## config.mk

```make
export PLATFORM = sky130hd
export DESIGN_NAME = multicycle_control
export DESIGN_NICKNAME = d
export VERILOG_FILES = /design/src/rtl/multicycle_control.sv
export SDC_FILE = /design/constraint.sdc
export NUM_CORES = 1
export LEC_CHECK = 0
export ABC_CLOCK_PERIOD_IN_PS = 2250
export CAP_MARGIN = 20
export CORE_UTILIZATION = 30
export DETAILED_ROUTE_END_ITERATION = 10
export GPL_TIMING_DRIVEN = 1
export PLACE_DENSITY = 0.66
export SLEW_MARGIN = 40
export SYNTH_ARGS = -nofsm -noshare
export SYNTH_HDL_FRONTEND = slang
export SYNTH_SLANG_ARGS = --single-unit
export TNS_END_PERCENT = 10
```

## constraint.sdc

```tcl
create_clock -name clk -period 2.25 [get_ports clk]
set_clock_uncertainty 0.2 [all_clocks]
set_input_delay 0.45 -clock clk [delete_from_list [all_inputs] [get_ports clk]]
set_output_delay 0.45 -clock clk [all_outputs]
set_load 0.005 [all_outputs]
```

## src/rtl/multicycle_control.sv

```systemverilog
// -----------------------------------------------------------------------------
// multicycle_control
//
// Control FSM for a multicycle MIPS datapath (PC, unified instruction/data
// memory, register file, ALU, muxes). One state per cycle; memory states
// stall on mem_ready and may give up after WAIT_LIMIT cycles.
//
// Optional build macro: MC_BNE_EN adds bne (opcode 000101) via state BNEEX.
// Without it, bne is treated as an illegal opcode.
//
// Parameters:
//   WAIT_LIMIT  max consecutive wait cycles in FETCH/MEMRD/MEMWR (0 = forever)
//   CNT_W       wait counter width (WAIT_LIMIT < 2**CNT_W)
//
// Ports:
//   clk, rst_n          clock (rising edge), async active-low reset
//   opcode, funct       instruction fields from the instruction register
//   zero                ALU zero flag (used in BEQEX/BNEEX)
//   mem_ready           memory completes the current access this cycle
//   iord .. pc_en       datapath mux selects and write enables
//   state_o             current state encoding (debug)
//   illegal             one-cycle pulse on undecodable opcode/funct
//   mem_timeout         one-cycle pulse when the wait limit expires
// -----------------------------------------------------------------------------
module multicycle_control #(
  parameter int WAIT_LIMIT = 0,
  parameter int CNT_W      = 8
) (
  input  logic       clk,
  input  logic       rst_n,
  input  logic [5:0] opcode,
  input  logic [5:0] funct,
  input  logic       zero,
  input  logic       mem_ready,
  output logic       iord,
  output logic       mem_read,
  output logic       mem_write,
  output logic       ir_write,
  output logic       reg_dst,
  output logic       mem_to_reg,
  output logic       reg_write,
  output logic       alu_src_a,
  output logic [1:0] alu_src_b,
  output logic [2:0] alu_control,
  output logic [1:0] pc_src,
  output logic       pc_en,
  output logic [3:0] state_o,
  output logic       illegal,
  output logic       mem_timeout
);

  typedef enum logic [3:0] {
    S_FETCH   = 4'd0,
    S_DECODE  = 4'd1,
    S_MEMADR  = 4'd2,
    S_MEMRD   = 4'd3,
    S_MEMWB   = 4'd4,
    S_MEMWR   = 4'd5,
    S_RTYPEEX = 4'd6,
    S_RTYPEWB = 4'd7,
    S_BEQEX   = 4'd8,
    S_ADDIEX  = 4'd9,
    S_ADDIWB  = 4'd10,
    S_JEX     = 4'd11,
    S_BNEEX   = 4'd12
  } state_t;

  localparam logic [5:0] OP_LW    = 6'b100011;
  localparam logic [5:0] OP_SW    = 6'b101011;
  localparam logic [5:0] OP_RTYPE = 6'b000000;
  localparam logic [5:0] OP_BEQ   = 6'b000100;
  localparam logic [5:0] OP_ADDI  = 6'b001000;
  localparam logic [5:0] OP_J     = 6'b000010;
`ifdef MC_BNE_EN
  localparam logic [5:0] OP_BNE   = 6'b000101;
`endif

  localparam logic [2:0] ALU_ADD = 3'b010;
  localparam logic [2:0] ALU_SUB = 3'b110;
  localparam logic [2:0] ALU_AND = 3'b000;
  localparam logic [2:0] ALU_OR  = 3'b001;
  localparam logic [2:0] ALU_SLT = 3'b111;

  localparam bit             TIMEOUT_EN = (WAIT_LIMIT > 0);
  localparam logic [CNT_W-1:0] LIMIT_M1 = (WAIT_LIMIT > 0) ? CNT_W'(WAIT_LIMIT - 1) : '0;
  localparam logic [CNT_W-1:0] CNT_ONE  = 1;
  localparam logic [CNT_W-1:0] CNT_MAX  = '1;

  state_t           state_reg, state_next;
  logic [CNT_W-1:0] wait_cnt_reg, wait_cnt_next;

  logic wait_state;
  logic timeout_hit;

  // Raw FSM values for the enables that must be held low during reset.
  logic pc_en_fsm, ir_write_fsm, mem_write_fsm, reg_write_fsm;
  logic illegal_fsm, mem_timeout_fsm;

  // State register and wait counter
  always_ff @(posedge clk or negedge rst_n) begin
    if (!rst_n) begin
      state_reg    <= S_FETCH;
      wait_cnt_reg <= '0;
    end else begin
      state_reg    <= state_next;
      wait_cnt_reg <= wait_cnt_next;
    end
  end

  assign wait_state  = (state_reg == S_FETCH) || (state_reg == S_MEMRD) ||
                       (state_reg == S_MEMWR);
  // A ready in the expiry cycle completes the access instead of timing out.
  assign timeout_hit = TIMEOUT_EN && wait_state && !mem_ready &&
                       (wait_cnt_reg == LIMIT_M1);

  // Counter only runs while stalled in a memory state; any exit (completion
  // or timeout) starts the next wait from zero.
  always_comb begin
    wait_cnt_next = '0;
    if (wait_state && !mem_ready && !timeout_hit) begin
      wait_cnt_next = (wait_cnt_reg == CNT_MAX) ? wait_cnt_reg : wait_cnt_reg + CNT_ONE;
    end
  end

  // Next-state and output decode
  always_comb begin
    state_next      = state_reg;
    iord            = 1'b0;
    mem_read        = 1'b0;
    mem_write_fsm   = 1'b0;
    ir_write_fsm    = 1'b0;
    reg_dst         = 1'b0;
    mem_to_reg      = 1'b0;
    reg_write_fsm   = 1'b0;
    alu_src_a       = 1'b0;
    alu_src_b       = 2'b00;
    alu_control     = 3'b000;
    pc_src          = 2'b00;
    pc_en_fsm       = 1'b0;
    illegal_fsm     = 1'b0;
    mem_timeout_fsm = timeout_hit;

    case (state_reg)
      S_FETCH: begin
        mem_read     = 1'b1;
        alu_src_b    = 2'b01;
        alu_control  = ALU_ADD;
        ir_write_fsm = mem_ready;
        pc_en_fsm    = mem_ready;
        if (mem_ready) state_next = S_DECODE;
        else           state_next = S_FETCH;
      end
      S_DECODE: begin
        // Branch target is precomputed into ALUOut here.
        alu_src_b   = 2'b11;
        alu_control = ALU_ADD;
        case (opcode)
          OP_LW, OP_SW: state_next = S_MEMADR;
          OP_RTYPE:     state_next = S_RTYPEEX;
          OP_BEQ:       state_next = S_BEQEX;
          OP_ADDI:      state_next = S_ADDIEX;
          OP_J:         state_next = S_JEX;
`ifdef MC_BNE_EN
          OP_BNE:       state_next = S_BNEEX;
`endif
          default: begin
            illegal_fsm = 1'b1;
            state_next  = S_FETCH;
          end
        endcase
      end
      S_MEMADR: begin
        alu_src_a   = 1'b1;
        alu_src_b   = 2'b10;
        alu_control = ALU_ADD;
        state_next  = (opcode == OP_LW) ? S_MEMRD : S_MEMWR;
      end
      S_MEMRD: begin
        iord     = 1'b1;
        mem_read = 1'b1;
        if (mem_ready)        state_next = S_MEMWB;
        else if (timeout_hit) state_next = S_FETCH;
        else                  state_next = S_MEMRD;
      end
      S_MEMWB: begin
        mem_to_reg    = 1'b1;
        reg_write_fsm = 1'b1;
        state_next    = S_FETCH;
      end
      S_MEMWR: begin
        iord          = 1'b1;
        mem_write_fsm = 1'b1;
        if (mem_ready)        state_next = S_FETCH;
        else if (timeout_hit) state_next = S_FETCH;
        else                  state_next = S_MEMWR;
      end
      S_RTYPEEX: begin
        alu_src_a  = 1'b1;
        state_next = S_RTYPEWB;
        case (funct)
          6'b100000: alu_control = ALU_ADD;
          6'b100010: alu_control = ALU_SUB;
          6'b100100: alu_control = ALU_AND;
          6'b100101: alu_control = ALU_OR;
          6'b101010: alu_control = ALU_SLT;
          default: begin
            illegal_fsm = 1'b1;
            state_next  = S_FETCH;
          end
        endcase
      end
      S_RTYPEWB: begin
        reg_dst       = 1'b1;
        reg_write_fsm = 1'b1;
        state_next    = S_FETCH;
      end
      S_BEQEX: begin
        alu_src_a   = 1'b1;
        alu_control = ALU_SUB;
        pc_src      = 2'b01;
        pc_en_fsm   = zero;
        state_next  = S_FETCH;
      end
`ifdef MC_BNE_EN
      S_BNEEX: begin
        alu_src_a   = 1'b1;
        alu_control = ALU_SUB;
        pc_src      = 2'b01;
        pc_en_fsm   = ~zero;
        state_next  = S_FETCH;
      end
`endif
      S_ADDIEX: begin
        alu_src_a   = 1'b1;
        alu_src_b   = 2'b10;
        alu_control = ALU_ADD;
        state_next  = S_ADDIWB;
      end
      S_ADDIWB: begin
        reg_write_fsm = 1'b1;
        state_next    = S_FETCH;
      end
      S_JEX: begin
        pc_src     = 2'b10;
        pc_en_fsm  = 1'b1;
        state_next = S_FETCH;
      end
      default: state_next = S_FETCH;
    endcase
  end

  // Gate side-effecting strobes with rst_n so nothing is written while reset
  // is asserted, even in the cycle it falls.
  assign pc_en       = pc_en_fsm       & rst_n;
  assign ir_write    = ir_write_fsm    & rst_n;
  assign mem_write   = mem_write_fsm   & rst_n;
  assign reg_write   = reg_write_fsm   & rst_n;
  assign illegal     = illegal_fsm     & rst_n;
  assign mem_timeout = mem_timeout_fsm & rst_n;

  assign state_o = state_reg;

endmodule

```

After elaboration in Yosys (flattened, before gate mapping)
Cells that the tools add are included.
{ "totals": {"memories": 0, "rom_bits": 0, "latch_bits": 0, "ff_bits": 4, "ram_bits": 0, "out_inout_bits": 22, "wordCells": 61, "input_bits": 16} }
{ "classes": {"n_mux": 23, "magnitude_cmp": 0, "shifts": 0, "n_addsub": 0, "div": 0, "bitwise": 5, "n_mul": 0, "n_eq_ne": 21, "reduce_logical": 11} }
{ "op_table": {"columns": ["operator", "n"], "rows": [
  ["6-bit == test (second input constant)", 7],
  ["4-bit one-hot mux with 7 select lines", 1],
  ["4-bit one-hot mux with 5 select lines", 1],
  ["4-bit by 3-bit == test with 1-bit output (second input constant)", 4],
  ["4-bit == test (second input constant)", 4],
  ["3-bit two-way mux", 4],
  ["3-bit one-hot mux with 4 select lines", 1],
  ["1-bit two-way mux", 11],
  ["3-bit one-hot mux with 3 select lines", 1],
  ["4-bit by 2-bit == test with 1-bit output (second input constant)", 2],
  ["2-bit OR reduction", 4],
  ["4-bit OR reduction", 2],
  ["6-bit by 2-bit == test with 1-bit output (second input constant)", 1],
  ["6-bit by 3-bit == test with 1-bit output (second input constant)", 1],
  ["6-bit by 4-bit == test with 1-bit output (second input constant)", 1],
  ["6-bit zero test", 1],
  ["2-bit one-hot mux with 3 select lines", 1],
  ["6-bit OR reduction", 1],
  ["1-bit AND", 5],
  ["5-bit OR reduction", 1],
  ["4-bit by 1-bit == test with 1-bit output (second input constant)", 1],
  ["4-bit zero test", 1],
  ["2-bit one-hot mux with 2 select lines", 1],
  ["1-bit one-hot mux with 3 select lines", 1],
  ["other kinds (2)", 2]
]} }

Depth between registers and ports, before layout
Gate-level depths: netlist (run 1).
{ "depth": {"ltp_word": 5, "depth_mapped": 5, "mapped_depth_nobuf": 4} }

Worst setup path before layout (run 1)
OpenSTA, ideal clock, no wires.
{ "synth_timing": {"path_type": "in2out", "start": "input opcode[3]", "end": "output illegal", "cell_stages": 4, "n_path_buf": 0, "t_required_ns": 1.600, "arrival_ns": 1.264, "path_slack_ns": 0.336, "cell_sequence": "or4_4 o21a_1 nor2_1 o32ai_1"} }
{ "synth_between": {"elab_chain_len": 5, "elab_cells_between_ends": 10, "cone_classes": "eq/ne: 5; mux: 2; bitwise: 1; reduce/logical: 2"} }
{ "synth_lines": {"columns": ["element", "line", "rtl"], "rows": [
  ["from (decl)", "31", "input logic [5:0] opcode,"],
  ["6-bit == test (tied with other cells)", "157", "case (opcode)"],
  ["6-bit OR reduction (no line) *", null, null],
  ["1-bit two-way mux *", "157", null],
  ["1-bit one-hot mux with 2 select lines *", "143", "case (state_reg)"],
  ["1-bit AND *", "258", "assign illegal = illegal_fsm & rst_n;"],
  ["to (decl)", "48", "output logic illegal,"]
]} }
Mark *: on every way between the ends. The rest lies on a longest branch, timed or not.

Worst setup path in the final report (run 1)
{ "layout_timing": {"start": "register state_reg[0] (netlist: state_o[0])", "end": "output reg_write"} }
{ "layout_between": {"elab_chain_len": 4, "elab_cells_between_ends": 6, "cone_classes": "eq/ne: 3; mux: 1; bitwise: 1; reduce/logical: 1"} }
{ "layout_lines": {"columns": ["element", "line", "rtl"], "rows": [
  ["from (decl)", "89", "state_t state_reg, state_next;"],
  ["from (signal assigned)", "105", "state_reg <= state_next;"],
  ["4-bit == test / 4-bit by 3-bit == test with 1-bit output (equally long branches)", "143", null],
  ["3-bit OR reduction (no line) *", null, null],
  ["1-bit two-way mux *", "143", null],
  ["1-bit AND *", "257", "assign reg_write = reg_write_fsm & rst_n;"],
  ["to (decl)", "41", "output logic reg_write,"]
]} }
Marks and branches as above.

==> insert_results.sql, run 1 <==
INSERT INTO impl_metrics (metric_group, metric, value, unit) VALUES
('status', 'outcome', 'finished with violations', ''),
('status', 'violated_checks', 'setup timing', ''),
('grt', 'largest_net_degree_at_the_start_of_global_routing', '9', ''),
('drt', 'firstDrtPassIters', '4', ''),
('yosys', 'yosys.area_share.simple', '47.3', '%'),
('die', 'design.core.area', '1820', 'um^2'),
('sta', 'hold-worst-slack', '0.115', 'ns'),
('drt', 'drt-initial-drc-count', '24', ''),
('pwr', 'vdd_drop_max', '0.274', 'mV'),
('setup_path', 'critical_path.startpoint_type', 'register', ''),
('yosys', 'post_synth.cell_area_avg', '6.89', 'um^2'),
('sta', 'post-route-min-period', '2.49', 'ns'),
('sta', 'report.final.slew_viol_count', '0', ''),
('yosys', 'synth_nets', '105', ''),
('sta', 'max_freq', '402', 'MHz'),
('cts', 'tritoncts', 'done', ''),
('setup_path', 'timing_worst_setup_path_type', 'register to primary output', ''),
('setup_path', 'end_kind', 'primary output', ''),
('cts', 'cts_buffers', '3', ''),
('grt', 'global_route.overflow_total', '0', ''),
('layout', 'post_layout_nonfiller_instances', '186', ''),
('layout', 'nNetsFinal', '179', ''),
('layout', 'syn2layout_area_growth', '115', '%'),
('drt', 'viasPerCell', '5.04', ''),
('grt', 'grt_pass1_wl', '3.52', 'mm'),
('grt', 'grt_usage', '22.7', '%'),
('layout', 'num_antenna_cells', '0', ''),
('layout', 'largest_register_ffs', '4', ''),
('placement', 'buffer_ports.inserted', '36', ''),
('yosys', 'mapped_cells', '89', ''),
('yosys', 'share_of_synthesized_registers_carrying_an_async_set_or_reset', '100', '%'),
('setup_path', 'worst_ep_required_time', '1.60', 'ns'),
('yosys', 'seq_area_frac_synth', '16.3', '%'),
('pwr', 'p_leak', '0.625', 'nW'),
('cts', 'maximum_count_of_clock_buffers_along_a_single_path', '2', ''),
('yosys', 'synth_area_leader_cell', 'sky130_fd_sc_hd__dfrtp_1', ''),
('placement', 'place.detailed.instances', '177', ''),
('min_path', 'hold_path_class', 'primary input to async pin', ''),
('sta', 'finalHoldViolCount', '0', ''),
('pwr', 'power.density_cell_area', '333', 'nW/um^2'),
('layout', 'layout_common_cells', 'sky130_fd_sc_hd__buf_4 (35), sky130_fd_sc_hd__dlygate4sd2_1 (16), sky130_fd_sc_hd__nor2_1 (14), sky130_fd_sc_hd__clkdlybuf4s50_1 (14), sky130_fd_sc_hd__nand2_1 (11)', ''),
('cts', 'clock_tree.htree_level_count', '1', ''),
('cts', 'clock_insertion_delay_worst_skew', '0.24', 'ns'),
('setup_path', 'cp.arrival', '1.84', 'ns'),
('die', 'starting_density_of_the_core', '33.7', '%'),
('yosys', 'synth_top_cell_area_share', '16.3', '%'),
('placement', 'place.gp.congestion', '0.894', ''),
('placement', 'dp.final_hpwl', '1.81', 'mm'),
('die', 'placement_rows', '15', ''),
('sta', 'rsz_0062_raised_after_global_routing', 'true', ''),
('yosys', 'synth-edff-count', '0', ''),
('yosys', 'ys_seq_elements', '4', ''),
('yosys', 'yosys.area_share.xor_xnor', '2.86', '%'),
('sta', 'postLayoutSetupSlackWorst', '-0.237', 'ns'),
('cts', 'cts_sink_cnt', '4', ''),
('grt', 'antenna_found_initial', '0', ''),
('yosys', 'synthesis.yosys.warnings', '0', ''),
('drt', 'detailroute.via_count', '937', ''),
('layout', 'layout_cell_share_with_drive_strength_beyond_1', '38.5', '%'),
('die', 'design.die.area', '2230', 'um^2'),
('cts', 'cts.root.buffer_cell', 'sky130_fd_sc_hd__clkbuf_4', ''),
('sta', 'setup_viol_count_final', '5', ''),
('yosys', 'yosys-mux-area-fraction', '3.47', '%'),
('setup_path', 'path_max_fanout', '7', ''),
('grt', 'vias_in_the_first_global_route', '832', ''),
('yosys', 'post_synth_num_cell_types', '40', ''),
('die', 'chipHeight', '47.2', 'um'),
('drt', 'ant_nets', '0', ''),
('yosys', 'combinational_family_with_the_most_area_after_synthesis', 'simple AND/OR/NAND/NOR gates', ''),
('yosys', 'ys.flop_type', 'sky130_fd_sc_hd__dfrtp_1', ''),
('yosys', 'synth_top_cells_by_area', 'sky130_fd_sc_hd__dfrtp_1 (16%), sky130_fd_sc_hd__nor2_1 (10%), sky130_fd_sc_hd__nand2_1 (6.7%), sky130_fd_sc_hd__nand2b_1 (5.1%), sky130_fd_sc_hd__nor3b_1 (4.9%)', '');
==> path summary, 6_finish.rpt <==
path / startpoint / to / slack (ns) / cells after the start
worst max register to register: state_o[0] / state_o[2] / 0.42 / 6
worst min-delay path: rst_n / state_o[0] / 0.11 / 2
max in group asynchronous: rst_n / state_o[2] / 1.61 / 2
min in group clk: state_o[1] / state_o[2] / 0.53 / 3
worst min register to register: state_o[1] / state_o[2] / 0.53 / 3
worst max-delay path: state_o[0] / reg_write / -0.24 / 5
==> synthesized netlist by cell type (2+ instances only) <==
library cell / instances
sky130_fd_sc_hd__a21oi_1: 3
sky130_fd_sc_hd__and3_1: 3
sky130_fd_sc_hd__buf_2: 2
sky130_fd_sc_hd__dfrtp_1: 4
sky130_fd_sc_hd__nand2_1: 11
sky130_fd_sc_hd__nand2b_1: 5
sky130_fd_sc_hd__nand3_1: 3
sky130_fd_sc_hd__nor2_1: 17
sky130_fd_sc_hd__nor2b_1: 2
sky130_fd_sc_hd__nor3_1: 3
sky130_fd_sc_hd__nor3b_1: 4
sky130_fd_sc_hd__o21a_1: 2
sky130_fd_sc_hd__o21ai_1: 2
sky130_fd_sc_hd__xnor2_1: 2
==> through the flow <==
step / util, % / cell area (um^2) / power, mW / TNS (ns)
2_1_floorplan: - / 613 / 0.177 / 0
3_3_place_gp: 66.4 / 1210 / 0.328 / -2.46
3_5_place_dp: 66.4 / 1210 / 0.333 / -2.56
4_1_cts: 69.3 / 1260 / 0.421 / -0.868
5_1_grt: 72.5 / 1320 / 0.470 / -1.14
6_report: 72.5 / 1320 / 0.440 / -0.762
==> power by group <==
group	internal (mW)	switching [mW]
combinational	0.156	0.105
clock	0.0596	0.0294
sequential	0.0792	0.0106
==> kinds of logic after synthesis <==
kind of cell | after synthesis
simple gates | 55
compound gates | 19
buf+inv | 6
flops | 4
xor+xnor | 2
mux | 2
other cells | 1
==> cell type report <==
| class | instances | area [um^2] |
|---|---|---|
| well taps | 25 | 31.3 |
| multi-input cells | 79 | 524 |
| inverters | 1 | 3.75 |
| fillers | 161 | 500 |
| clock buffers | 3 | 22.5 |
| flip-flops and latches | 4 | 105 |
| repair buffers | 74 | 633 |
==> worst max-delay path: stages (launching register included) <==
cell and delay, ns:
sky130_fd_sc_hd__dfrtp_2 0.44, sky130_fd_sc_hd__nor2b_1 0.19, sky130_fd_sc_hd__buf_4 0.16, sky130_fd_sc_hd__nor3b_4 0.18, sky130_fd_sc_hd__o21a_1 0.13, sky130_fd_sc_hd__clkdlybuf4s50_1 0.49
==> layer usage <==
metal / GRT usage [%] / up-vias / routed length [um]
li1: - / 464 / -
met1: 26.4 / 429 / 974
met2: 40.3 / 38 / 1250
met3: 3.08 / 6 / 106
met4: 12.0 / 0 / 58
met5: 0 / - / 0
==> what timing repair did <==
item | CTS | global route
setup buffers | 2 | 4
pin swaps | 3 | 2
hold buffers | 0 | 0
resized for setup | 39 | 9
endpoints found under the hold margin | 0 | 0
setup endpoints to repair | 17 | 9
No activity file was read; power rests on OpenSTA's default activity.
==> run 2: changes to the inputs <==
--- a/config.mk
+++ b/config.mk
@@ -6,11 +6,14 @@
 export NUM_CORES = 1
 export LEC_CHECK = 0
 export ABC_CLOCK_PERIOD_IN_PS = 2250
-export CAP_MARGIN = 20
-export CORE_UTILIZATION = 30
+export CAP_MARGIN = 15
+export CELL_PAD_IN_SITES_DETAIL_PLACEMENT = 1
+export CELL_PAD_IN_SITES_GLOBAL_PLACEMENT = 1
+export CORE_UTILIZATION = 24
+export CTS_CLUSTER_DIAMETER = 100
 export DETAILED_ROUTE_END_ITERATION = 10
 export GPL_TIMING_DRIVEN = 1
-export PLACE_DENSITY = 0.66
+export PLACE_DENSITY = 0.78
 export SLEW_MARGIN = 40
 export SYNTH_ARGS = -nofsm -noshare
 export SYNTH_HDL_FRONTEND = slang
==> insert_results.sql, run 2 (synthesis gave the netlist of run 1 again) <==
INSERT INTO impl_metrics (metric_group, metric, value, unit) VALUES
('grt', 'vias_in_the_first_global_route', '1035', ''),
('layout', 'largest_register_ffs', '4', ''),
('die', 'io_pins', '38', ''),
('grt', 'global_route.overflow_total', '0', ''),
('die', 'placement_rows', '17', ''),
('cts', 'cts_buffers', '3', ''),
('setup_path', 'cp_slowest_stage_delay', '0.44', 'ns'),
('setup_path', 'path_max_fanout', '3', ''),
('drt', 'route.detailed.drc', '0', ''),
('status', 'outcome', 'finished with violations', ''),
('layout', 'layout_cell_share_with_drive_strength_beyond_1', '37.8', '%'),
('layout', 'layout_common_cells', 'sky130_fd_sc_hd__buf_4 (31), sky130_fd_sc_hd__dlygate4sd2_1 (16), sky130_fd_sc_hd__nor2_1 (13), sky130_fd_sc_hd__clkdlybuf4s50_1 (13), sky130_fd_sc_hd__nand2_1 (11)', ''),
('cts', 'maximum_count_of_clock_buffers_along_a_single_path', '2', ''),
('drt', 'drt-initial-drc-count', '22', ''),
('sta', 'rsz_0062_raised_after_global_routing', 'true', ''),
('sta', 'min_period_over_period', '105', '%'),
('drt', 'ant_nets', '0', ''),
('sta', 'setup_viol_count_final', '4', ''),
('cts', 'cts.root.buffer_cell', 'sky130_fd_sc_hd__clkbuf_4', ''),
('die', 'design.core.area', '2320', 'um^2'),
('sta', 'setup_tns', '-0.278', 'ns'),
('placement', 'buffer_ports.inserted', '36', ''),
('pwr', 'vdd_drop_max', '0.186', 'mV'),
('pwr', 'p_leak', '0.629', 'nW'),
('cts', 'tritoncts', 'done', ''),
('sta', 'report.final.slew_viol_count', '0', ''),
('setup_path', 'worst_ep_required_time', '1.60', 'ns'),
('setup_path', 'timing.critical_path.from', 'opcode[2]', ''),
('layout', 'layout.filler_cells', '306', ''),
('setup_path', 'cp_cell_sequence', 'clkdlybuf4s50_1 -> or2_4 -> nor4_4 -> o32ai_1 -> buf_2', ''),
('sta', 'post-route-min-period', '2.36', 'ns'),
('layout', 'final_common_cell', 'sky130_fd_sc_hd__buf_4', ''),
('layout', 'nNetsFinal', '174', ''),
('setup_path', 'worstReg2RegStart', 'state_o[0]', ''),
('sta', 'finalHoldViolCount', '0', ''),
('cts', 'clock_tree.htree_level_count', '1', ''),
('die', 'chipHeight', '52.5', 'um'),
('job', 'max_cap_viol_count', '0', ''),
('grt', 'largest_net_degree_at_the_start_of_global_routing', '9', ''),
('sta', 'max_freq', '424', 'MHz'),
('layout', 'multi_input_gate_area', '534', 'um^2'),
('grt', 'grt_usage', '22.9', '%'),
('cts', 'cts_sink_cnt', '4', ''),
('setup_path', 'critical_path.startpoint_type', 'primary input', ''),
('drt', 'viasPerCell', '5.20', ''),
('layout', 'utilization', '55.9', '%'),
('min_path', 'hold_path_class', 'primary input to async pin', ''),
('die', 'design.die.area', '2760', 'um^2'),
('setup_path', 'worst-path-buf-inv', '2', ''),
('layout', 'seqCellArea', '104', 'um^2'),
('drt', 'drt-total-wl', '2.93', 'mm'),
('placement', 'dp.final_hpwl', '2.18', 'mm'),
('grt', 'grt_pass1_wl', '4.60', 'mm'),
('layout', 'num_antenna_cells', '0', ''),
('setup_path', 'timing_worst_setup_path_type', 'primary input to primary output', ''),
('cts', 'clock_insertion_delay_worst_skew', '0.24', 'ns'),
('drt', 'firstDrtPassIters', '4', ''),
('die', 'starting_density_of_the_core', '26.4', '%'),
('setup_path', 'slowest_stage', 'sky130_fd_sc_hd__clkdlybuf4s50_1', ''),
('placement', 'place.gp.congestion', '0.816', ''),
('cts', 'cts_hold_buffers', '0', ''),
('setup_path', 'end_kind', 'primary output', ''),
('drt', 'drt-wirelength-per-cell', '15.9', 'um'),
('placement', 'pre_cts_ws', '-0.598', 'ns'),
('setup_path', 'cp.arrival', '1.71', 'ns'),
('die', 'die_width', '52.5', 'um'),
('drt', 'detailroute.via_count', '957', ''),
('layout', 'syn2layout_area_growth', '111', '%'),
('pwr', 'power.density_cell_area', '333', 'nW/um^2'),
('setup_path', 'timing.critical_path.max_delay_family', 'buffers and inverters', ''),
('sta', 'postLayoutSetupSlackWorst', '-0.106', 'ns'),
('grt', 'antenna_found_initial', '0', ''),
('status', 'violated_checks', 'setup timing', ''),
('cts', 'clkTransAtPathRegs', '0.04', 'ns');
==> run 2: worst min-delay path: stages <==
cell and delay (ns):
sky130_fd_sc_hd__clkdlybuf4s50_1 0.50, sky130_fd_sc_hd__buf_6 0.13, sky130_fd_sc_hd__buf_4 0.13
==> run 2: final timing paths <==
kind                                    to  slack, ns  depth (start not counted)
worst max-delay path               illegal      -0.11                          5
worst min-delay path            state_o[2]       0.45                          3
worst max register to register  state_o[2]       0.49                          5
worst min register to register  state_o[2]       0.55                          2
max in group asynchronous       state_o[0]       1.28                          3
min in group clk                state_o[2]       0.55                          2
==> run 2: per-stage QoR <==
| stage | cell area [um^2] | hold slack (ns) | total power [mW] | std cells |
|---|---|---|---|---|
| 2_1_floorplan | 613 | -0.0456 | 0.177 | 89 |
| 3_3_place_gp | 1200 | 0.569 | 0.320 | 178 |
| 3_5_place_dp | 1200 | 0.574 | 0.329 | 178 |
| 4_1_cts | 1280 | 0.445 | 0.429 | 183 |
| 5_1_grt | 1300 | 0.476 | 0.457 | 184 |
| 6_report | 1300 | 0.455 | 0.431 | 184 |
==> run 2: final cells by class <==
type                       count  share of cell area, %
timing repair buffer          69                   46.0
multi-input combinational     79                   41.2
sequential                     4                   8.01
tap                           28                   2.70
clock buffer                   3                   1.74
inverter                       1                  0.290
==> run 2: power by group <==
part | total [mW] | switching, mW | internal, mW
clock network | 0.0926 | 0.0327 | 0.0599
logic | 0.248 | 0.107 | 0.141
registers | 0.0905 | 0.0115 | 0.0790
==> run 2: per-layer routing <==
metal | GRT usage (%) | part of all wire, % | vias up
met5 | 0 | 0 | -
met4 | 7.46 | 2.0 | 0
met3 | 2.32 | 3.3 | 6
met2 | 47.7 | 55 | 39
met1 | 22.5 | 40 | 457
li1 | - | - | 455
==> run 2: what timing repair did <==
item | 4_1_cts | 5_1_grt
endpoints found under the hold margin | 0 | 0
setup buffers | 2 | 1
endpoints found under the setup margin | 16 | 10
resized for setup | 42 | 7
pin swaps | 3 | 2
